==> src/rtl/mul_seq_arbiter.sv <==
// Shared shift-add multiplier with a two-requester round-robin front end.
// One partial product is added per RUN cycle; the product is held on a
// valid/ready result port, tagged with the requester it belongs to.
//
// state | meaning
// IDLE  | waiting for operands; the granted requester sees ready
// RUN   | N shift-add steps, one multiplier bit per cycle
// DONE  | product presented; leaves when the consumer takes it
module mul_seq_arbiter #(
  parameter int N = 8
) (
  input  logic             clk,
  input  logic             rst_n,
  input  logic             req0_valid,
  output logic             req0_ready,
  input  logic [N-1:0]     req0_a,
  input  logic [N-1:0]     req0_b,
  input  logic             req1_valid,
  output logic             req1_ready,
  input  logic [N-1:0]     req1_a,
  input  logic [N-1:0]     req1_b,
  output logic             res_valid,
  input  logic             res_ready,
  output logic [2*N-1:0]   res,
  output logic             res_tag,
  output logic             busy
);

  localparam int CW = $clog2(N + 1);

  typedef enum logic [1:0] {
    IDLE = 2'd0,
    RUN  = 2'd1,
    DONE = 2'd2
  } state_e;

  state_e           state_q, state_d;
  logic [N-1:0]     mcand_q, mcand_d;
  logic [N-1:0]     acc_q, acc_d;
  logic [N-1:0]     mq_q, mq_d;
  logic [CW-1:0]    cnt_q, cnt_d;
  logic             tag_q, tag_d;
  // last_q = 1 means requester 1 was granted last, so requester 0 wins a tie
  logic             last_q, last_d;
  logic [2*N-1:0]   res_q, res_d;
  logic             res_tag_q, res_tag_d;

  logic             grant0, grant1;
  logic [N-1:0]     addend;
  logic [N:0]       sum;

  assign grant0 = req0_valid & (~req1_valid | last_q);
  assign grant1 = req1_valid & (~req0_valid | ~last_q);

  // Next-state, datapath step and handshake outputs.
  always_comb begin
    state_d    = state_q;
    mcand_d    = mcand_q;
    acc_d      = acc_q;
    mq_d       = mq_q;
    cnt_d      = cnt_q;
    tag_d      = tag_q;
    last_d     = last_q;
    res_d      = res_q;
    res_tag_d  = res_tag_q;
    req0_ready = 1'b0;
    req1_ready = 1'b0;
    addend     = mq_q[0] ? mcand_q : '0;
    sum        = {1'b0, acc_q} + {1'b0, addend};

    case (state_q)
      IDLE: begin
        req0_ready = grant0;
        req1_ready = grant1;
        // a grant already implies the matching valid, so it is the handshake
        if (grant0 | grant1) begin
          mcand_d = grant1 ? req1_a : req0_a;
          mq_d    = grant1 ? req1_b : req0_b;
          acc_d   = '0;
          cnt_d   = '0;
          tag_d   = grant1;
          last_d  = grant1;
          state_d = RUN;
        end
      end
      RUN: begin
        // carry of the add drops into the accumulator MSB, sum LSB into mq MSB
        acc_d = sum[N:1];
        mq_d  = (mq_q >> 1) | (N'(sum[0]) << (N - 1));
        cnt_d = cnt_q + CW'(1);
        if (cnt_q == CW'(N - 1)) begin
          res_d     = {sum[N:1], mq_d};
          res_tag_d = tag_q;
          state_d   = DONE;
        end
      end
      DONE: begin
        if (res_ready) state_d = IDLE;
      end
      default: state_d = IDLE;
    endcase
  end

  // FSM state register.
  always_ff @(posedge clk or negedge rst_n) begin
    if (!rst_n) state_q <= IDLE;
    else        state_q <= state_d;
  end

  // Datapath, arbitration pointer and result registers.
  always_ff @(posedge clk or negedge rst_n) begin
    if (!rst_n) begin
      mcand_q   <= '0;
      acc_q     <= '0;
      mq_q      <= '0;
      cnt_q     <= '0;
      tag_q     <= 1'b0;
      last_q    <= 1'b1;
      res_q     <= '0;
      res_tag_q <= 1'b0;
    end else begin
      mcand_q   <= mcand_d;
      acc_q     <= acc_d;
      mq_q      <= mq_d;
      cnt_q     <= cnt_d;
      tag_q     <= tag_d;
      last_q    <= last_d;
      res_q     <= res_d;
      res_tag_q <= res_tag_d;
    end
  end

  assign res       = res_q;
  assign res_tag   = res_tag_q;
  assign res_valid = (state_q == DONE);
  assign busy      = (state_q != IDLE);

endmodule

==> config.mk <==
export PLATFORM = sky130hd
export DESIGN_NAME = mul_seq_arbiter
export DESIGN_NICKNAME = d
export VERILOG_FILES = /design/src/rtl/mul_seq_arbiter.sv
export SDC_FILE = /design/constraint.sdc
export NUM_CORES = 1
export LEC_CHECK = 0
export BUFFER_PORTS_ARGS = -buffer_cell sky130_fd_sc_hd__buf_2
export CORE_MARGIN = 8
export CORE_UTILIZATION = 29
export DETAILED_ROUTE_END_ITERATION = 10
export HOLD_SLACK_MARGIN = 0.03
export SETUP_SLACK_MARGIN = 0.2
export SLEW_MARGIN = 10
export SYNTH_ARGS = -nofsm -noshare
export SYNTH_HDL_FRONTEND = slang
export SYNTH_SLANG_ARGS = --single-unit
==> constraint.sdc <==
create_clock -name clk -period 2.72 [get_ports clk]
set_input_delay 0.408 -clock clk [delete_from_list [all_inputs] [get_ports clk]]
set_output_delay 0.408 -clock clk [all_outputs]
set_load 0.01 [all_outputs]
# Yosys cells after proc, flatten, opt, wreduce, memory -nomap -nowiden
# Cells that the tools add are included.
[totals]
regBits = 49
latchBits = 0
ram_bits = 0
mem_bits_ro = 0
input_bits = 37
out_inout_bits = 21
memories = 0
[op_classes]
addsub = 2
n_mul = 0
div = 0
order_cmp = 0
eq_ne = 6
shift = 0
n_mux = 15
n_bitwise = 9
n_reduce_logical = 7
[op_table]
columns = ["cell", "count"]
rows = [
  ["$mux 8", 5],
  ["$pmux 8 s2", 2],
  ["$add 8x8->9", 1],
  ["$or 7x8->8", 1],
  ["$pmux 4 s2", 1],
  ["$mux 2", 3],
  ["$pmux 2 s3", 1],
  ["$reduce_and 2->1", 3],
  ["$add 4x1->4 const B", 1],
  ["$eq 4x3->1 const B", 1],
  ["$mux 4", 1],
  ["$ne 2x2->1 const B", 2],
  ["$reduce_bool 2->1", 2],
  ["$not 1->1", 3],
  ["$or 1x1->1", 3],
  ["$reduce_and 3->1", 1],
  ["$and 1x1->1", 2],
  ["$eq 2x1->1 const B", 1],
  ["$eq 2x2->1 const B", 1],
  ["$logic_not 2->1", 1],
  ["$mux 1", 2],
  ["$ne 2x1->1 const B", 1],
]

# Depth between registers and ports, before layout
# Gate-level depths: netlist (run 1).
[logic_depth]
ltp_word = 6
ltp_mapped = 7
ltp_nobuf = 7

# Worst setup path after synthesis (run 1)
# No wires, ideal clock.
[synth_path]
path_type = "register -> register"
startpoint = "register mq_q[0]"
endpoint = "register res_q[15] (netlist: res[15])"
setup_time_ps = 125
arrival_time_ps = 1983
t_required_ps = 2595
path_slack_ps = 612
path_stages_with_launch = 8
n_path_buf = 0
synth_period_minus_slack_ps = 2108
cell_sequence = "dfrtp_1 > and2_1 > ha_1 > fa_1 > a21o_1 > a221oi_2 > o21ai_0 > mux2_2"
[synth_between]
elab_chain_cells = 2
[synth_lines]
columns = ["element", "line_no", "source"]
rows = [
  ["start: declaration", "40", "logic [N-1:0] mq_q, mq_d;"],
  ["start signal: assignment", "124", "mq_q <= mq_d;"],
  ["$mux 8", "68", "addend = mq_q[0] ? mcand_q : '0;"],
  ["$add 8x8->9", "69", "sum = {1'b0, acc_q} + {1'b0, addend};"],
  ["end signal: assignment", "128", "res_q <= res_d;"],
  ["end: declaration", "45", "logic [2*N-1:0] res_q, res_d;"],
]
# Every way passes these cells.
# A chain may end at the register's enable or synchronous reset.

# Worst setup path in the final report (run 1)
# Same ends and word-level chain as after synthesis.

==> run metrics, run 1 <==
Setup TNS=0 ns; ys async rst share=1.00; Pleak=1.52 nW; Reg2Reg Launch Point=mq_q[0]$_DFFE_PN0P_; CTS tree=yes; Post-synth EDFFs=0; WL final=5.47 mm; WS Path Type=reg2reg; maximum VDD drop=337 uV; post-CTS sizing=0; post-synth top area share=0.479; CTS sink count=49; CP Capture Type=flip-flop; number of global-route vias before repair=1933; largest family of logic cells by synthesized area=compound AO/OA/AOI/OAI gates; delay of the slowest critical-path stage=0.44 ns; Skew-Pair Late Insertion Delay=0.30 ns; # fillers=880; Final Setup Violations=0; Tmin final=2.25 ns; Mapped Area=2510 sq um; final core utilization=0.351; Layout Nets=338; Final Power=3.66 mW; endpoints failing hold=0; Post-Synthesis Cells=235; gr usage total=0.0979; PD cells=1220 nW/um^2; most numerous cell in the Yosys netlist=dfrtp_1; number of cells on the critical path=7; DP Wirelength=4.13 mm; reg2reg end=res[15]$_DFFE_PN0P_; post-synthesis mux area share=0.0833; hold buffers post-CTS=0; CTS root buffer=clkbuf_8; Die Span Y=109 microns; pin count of the biggest net entering global routing=50; crit path DAT=2.44 ns; DR vias=1822; Placed Instances=392; Worst setup SP type=flip-flop; Layout Skew=0.0107 ns; crit-path max FO=9; Syn Nets=282; Die Area=11900 sq um; CTS Buffer Depth=2; number of remaining DRC errors=0; Synth Area in Compound Gates=0.187; fin cells=400; Crit-path slowest cell=dfrtp_1; Yosys reg bits=49; cell taking the most area after synthesis=dfrtp_1; Max Freq=444 MHz; top post-synthesis cells by area=dfrtp_1 (48%), mux2i_1 (6.4%), ha_1 (4.5%); clk slew on worst S/H paths=0.10 ns; max-slew violation count=0; DR iter-0 viols=59; top sig layer=met4; first-pass GRT wire length=9.29 mm; Placer Congestion=0.800; ys flop type=dfrtp_1; outcome=finished, final reports clean; metal2 WL=2.55 mm; FF-to-FF setup slack=0.47 ns; top cells by count, synth=dfrtp_1 (48), nand2_1 (21), o21ai_0 (18); Final Cycle Share=0.828; WP buf/inv=0; Worst Setup SP=mq_q[0]$_DFFE_PN0P_; GRT overflow=0; # rows=34; core area=8550 sq um; slew margin rel.=0.536; Critical Path End=res[15]$_DFFE_PN0P_; RSZ-0062 raised after global routing=no; layout cell share with drive strength beyond 1=0.291; antenna-violating nets left=0; MaxCap Viol Count=0; number of synthesis warnings=0; CP cell instances=and2_1 > ha_1 > fa_1 > a21o_1 > a221oi_2 > o21ai_0 > mux2_2; drt wl/cell=13.7 microns; drt pass-1 iters=4; Avg Inst Size Synth=10.7 sq um; # IOs=58; Multi-input gate area=1160 sq um; metal3 WL=147 microns; post-CTS setup buffers=0; # diodes=0; total CTS buffers=5; XOR/XNOR share of the synthesized area=0.0209; Req. time, crit path=2.91 ns; register area share after synthesis=0.489; die width=109 microns; Via density=4.56; antenna violations before repair=0; Top Family by Delay on Critical Path=compound AO/OA/AOI/OAI gates; Hold Crit Class=in2async; worst-margin pin slew=0.695 ns; P&R area growth vs syn=19.7%; FF/Latch Area=1230 sq um; Synth cell types=45; met1 WL=2.69 mm; simple-gate share of the synthesized area=0.117; adder-cell share of the synthesized area=0.0529; number of port buffers=57; R2R cell count=7; H-tree depth=2; Initial Utilization=0.293
-- sequential cells by signal (all words and copies together) (netlist names) --
register  count
state_q       2
acc_q         8
cnt_q         4
mq_q          8
last_q        1
mcand_q       8
tag_q         1
res          16
res_tag       1
-- how the worst min path moves through the flow --
| stage | cells after the start | slack, ns | endpoint | startpoint |
|---|---|---|---|---|
| CTS | 2 | 0.22 | res_tag$_DFFE_PN0P_ | rst_n |
| floorplan | 0 | 0.11 | acc_q[0]$_DFFE_PN0P_ | rst_n |
| detailed placement | 2 | 0.47 | res[1]$_DFFE_PN0P_ | res[1]$_DFFE_PN0P_ |
| finish | 2 | 0.19 | res_tag$_DFFE_PN0P_ | rst_n |
| global route | 2 | 0.24 | res_tag$_DFFE_PN0P_ | rst_n |
| global placement | 2 | 0.46 | res[8]$_DFFE_PN0P_ | res[8]$_DFFE_PN0P_ |
-- area by class of cell --
cell class,instances,area share
Clock inverter,2,0.0125
Sequential cell,49,0.409
Clock buffer,6,0.0275
Tap cell,108,0.0450
Timing Repair Buffer,62,0.108
Multi-Input combinational cell,162,0.385
Inverter,11,0.0138
-- per-layer routing --
metal | GRT usage | up-vias
met5 | 0 | -
met3 | 0.0160 | 5
li1 | - | 939
met1 | 0.131 | 845
met2 | 0.154 | 33
met4 | 0.0411 | 0
-- per-stage QoR --
| step | area (sq um) | worst slack (ns) | hold WS [ns] |
|---|---|---|---|
| detailed placement | 2880 | 0.466 | 0.465 |
| floorplan | 2510 | 0.612 | 0.112 |
| global placement | 2880 | 0.506 | 0.458 |
| CTS | 3000 | 0.447 | 0.218 |
| global route | 3000 | 0.327 | 0.239 |
| finish | 3000 | 0.469 | 0.185 |
-- power breakdown --
group	total [mW]	switching (mW)	internal, mW	leakage [nW]
logic	1.82	0.946	0.874	0.866
registers	1.30	0.211	1.09	0.592
clock network	0.545	0.245	0.299	0.0574
total	3.66	1.40	2.26	1.52
-- logic make-up (layout without fill, tap and decap cells) --
| family | after synthesis | after routing |
|---|---|---|
| fa+ha+maj | 10 | 10 |
| xor+xnor | 6 | 6 |
| simple gates | 60 | 60 |
| buf+inv | 24 | 81 |
| mux | 20 | 20 |
| flops | 49 | 49 |
| compound gates | 66 | 66 |
-- cell usage in the layout, fill, tap and decap left out, types with 2 or more instances in the layout --
cell and count:
a22o_1 5, a221oi_1 6, nand2b_1 3, nand3_1 2, mux2i_1 16, nand2_1 21, buf_4 5, and2_1 10
nor2_1 12, inv_1 11, o21ai_0 18, a32o_1 2, mux2_2 3, a31o_2 2, clkbuf_8 6, dfrtp_1 48
nor3_1 2, ha_1 9, xnor2_1 5, or2_1 2, a21oi_1 13, a221oi_2 3, buf_2 57, a21o_1 11
-- worst register-to-register path, delay by kind of cell, from the launching register on --
kind | cells | cell delay (ns)
AOI/OAI and AO/OA | 3 | 0.65
and+or+nand+nor | 1 | 0.16
muxes | 1 | 0.27
adders and majority gates | 2 | 0.60
DFF | 1 | 0.44
Power figures use the tool's default switching activity.
==> inputs of run 2 (changes only) <==
Clock period 2.72 ns to 2.1 ns, I/O delays scaled along.
==> run 2 against run 1 <==
Clock-buffer cell count stayed put. Register-to-register slack worse by 0.41 ns. Core utilization up 2.5 points. Largest power group unchanged.
==> run metrics, run 2 (synthesis results as in run 1) <==
reg2reg end=res[13]$_DFFE_PN0P_; antenna violations before repair=0 (unchanged); DR vias=1936 (+6.3%); CTS sink count=49 (unchanged); Final Power=5.24 mW (+43%); H-tree depth=2 (unchanged); layout cell share with drive strength beyond 1=0.380 (+0.0892); Sw Share=0.393 (+0.0103); WS Path Type=reg2reg; worst-margin pin slew=0.484 ns (-0.211 ns); die width=109 microns (unchanged); CTS Buffer Depth=2 (unchanged); sequential cell fraction of total power=0.326 (-0.029); Skew-Pair Late Insertion Delay=0.30 ns (about the same); final instance area=3210 sq um (+7.0%); crit-path max FO=3 (-6); antenna-violating nets left=0 (unchanged); number of remaining DRC errors=0 (unchanged); RSZ-0062 raised after global routing=yes; endpoints failing hold=0 (unchanged); clk slew on worst S/H paths=0.09 ns (about the same); GRT overflow=0 (unchanged); Setup TNS=0 ns (unchanged); Hold Crit Start=res_ready; Pleak=1.59 nW (+4.6%); Die Span Y=109 microns (unchanged); Final Setup Violations=0 (unchanged); fin cells=413 (+3.3%); clock share of power=0.101 (-0.048); PD cells=1630 nW/um^2 (+34%); Placer Congestion=0.798 (-0.35%); hold depth=2; # rows=34 (unchanged); leading cell type in the layout, fill and taps excluded=buf_2; WL final=5.99 mm (+9.4%); max-slew violation count=0 (unchanged); slew margin rel.=0.677 (+0.141); first-pass GRT wire length=9.86 mm (+6.2%); number of flip-flops in the largest register=16 (unchanged); pin count of the biggest net entering global routing=31 (-38%); Placed Instances=398 (+1.5%); DR iter-0 viols=70 (+19%); Min-Delay Endpoint=state_q[1]$_DFFE_PN0P_; drt wl/cell=14.5 microns (+6.0%); Layout Skew=0.00428 ns (-0.00642 ns); CTS root buffer=clkbuf_8; Worst setup SP type=flip-flop; Layout Nets=351 (+3.8%); crit path DAT=2.23 ns (-0.21 ns); R2R cell count=7 (unchanged); Placed Area=2960 sq um (+2.6%); outcome=finished, final reports clean; Tmin final=2.04 ns (-0.210 ns); Reg2Reg Launch Point=mq_q[0]$_DFFE_PN0P_; Initial Utilization=0.293 (unchanged); P&R area growth vs syn=28.1%; Hold Crit Class=in2reg; maximum VDD drop=518 uV (+54%); Die Area=11900 sq um (unchanged); # IOs=58 (unchanged); Req. time, crit path=2.29 ns (-0.62 ns); gr usage total=0.104 (+0.00616); Max Freq=490 MHz (+10%); CTS tree=yes; Via density=4.69 (+2.9%); drt pass-1 iters=4 (unchanged); core area=8550 sq um (unchanged); total CTS buffers=5 (unchanged); FF-to-FF setup slack=0.06 ns (-0.41 ns); reported net switching power=2.06 mW (+47%); number of port buffers=57 (unchanged); Comb pwr share=0.573 (+0.076); Setup WS post-layout=0.0585 ns (-0.410 ns); internal power=3.18 mW (+41%); most frequent cells in the layout=buf_2 (57), dfrtp_1 (47), nand2_1 (20); MaxCap Viol Count=0 (unchanged); CP Capture Type=flip-flop; # diodes=0 (unchanged); DP Wirelength=4.37 mm (+6.0%); number of global-route vias before repair=2058 (+6.5%); Final Cycle Share=0.972 (+0.144); dpl ws=0.0231 ns (-0.443 ns)
[run 2: metrics by stage]
| stage | hold slack [ns] | util |
|---|---|---|
| after floorplan | 0.0194 | - |
| after global placement | 0.303 | 0.346 |
| after detailed placement | 0.307 | 0.346 |
| after CTS | 0.199 | 0.363 |
| after global routing | 0.206 | 0.376 |
| final | 0.199 | 0.376 |
[run 2: layout make-up]
cell class	count	area, sq um
clock buffer	6	72.6
clock inverter	2	10.0
sequential	49	1230
fill	838	5340
timing repair buffer	75	435
multi-input combinational	162	1290
inverter	11	41.3
tap	108	135
[run 2: power groups by stage]
| stage | logic, mW | registers [mW] | clock network (mW) |
|---|---|---|---|
| 3_5_place_dp | 2.50 | 1.71 | 0 |
| 2_1_floorplan | 1.79 | 1.71 | 0 |
| 5_1_grt | 3.32 | 1.77 | 0.581 |
| 3_3_place_gp | 2.44 | 1.69 | 0 |
| 4_1_cts | 2.66 | 1.70 | 0.553 |
| 6_report | 3.00 | 1.71 | 0.531 |
[run 2: routing by layer]
layer / routed length [microns] / up-vias / global-route usage
met5: 0 / - / 0
met4: 115 / 0 / 0.0450
met3: 152 / 8 / 0.0189
met2: 2940 / 39 / 0.173
met1: 2780 / 927 / 0.129
li1: - / 962 / -
[run 2: repair_timing]
item	4_1_cts	5_1_grt
hold endpoints to repair	19	0
pin swaps	9	11
hold buffers	1	0
endpoints found under the setup margin	11	11
gates resized for setup	8	16
buffers inserted	2	4
[run 2: worst max-delay path by stage]
stage	start	slack [ns]	to
floorplan	mq_q[0]$_DFFE_PN0P_	0.09	res[13]$_DFFE_PN0P_
global placement	mq_q[0]$_DFFE_PN0P_	0.03	res[13]$_DFFE_PN0P_
detailed placement	mq_q[0]$_DFFE_PN0P_	0.02	res[13]$_DFFE_PN0P_
CTS	mq_q[0]$_DFFE_PN0P_	0.04	res[15]$_DFFE_PN0P_
global route	mq_q[0]$_DFFE_PN0P_	-0.04	res[13]$_DFFE_PN0P_
finish	mq_q[0]$_DFFE_PN0P_	0.06	res[13]$_DFFE_PN0P_
[run 2: worst max-delay path, stage by stage (launching register included)]
cell	delay [ns]
dfrtp_1	0.40
buf_4	0.15
and2_4	0.14
fa_2	0.36
a21o_1	0.19
a221oi_2	0.30
xnor2_1	0.14
mux2_4	0.26
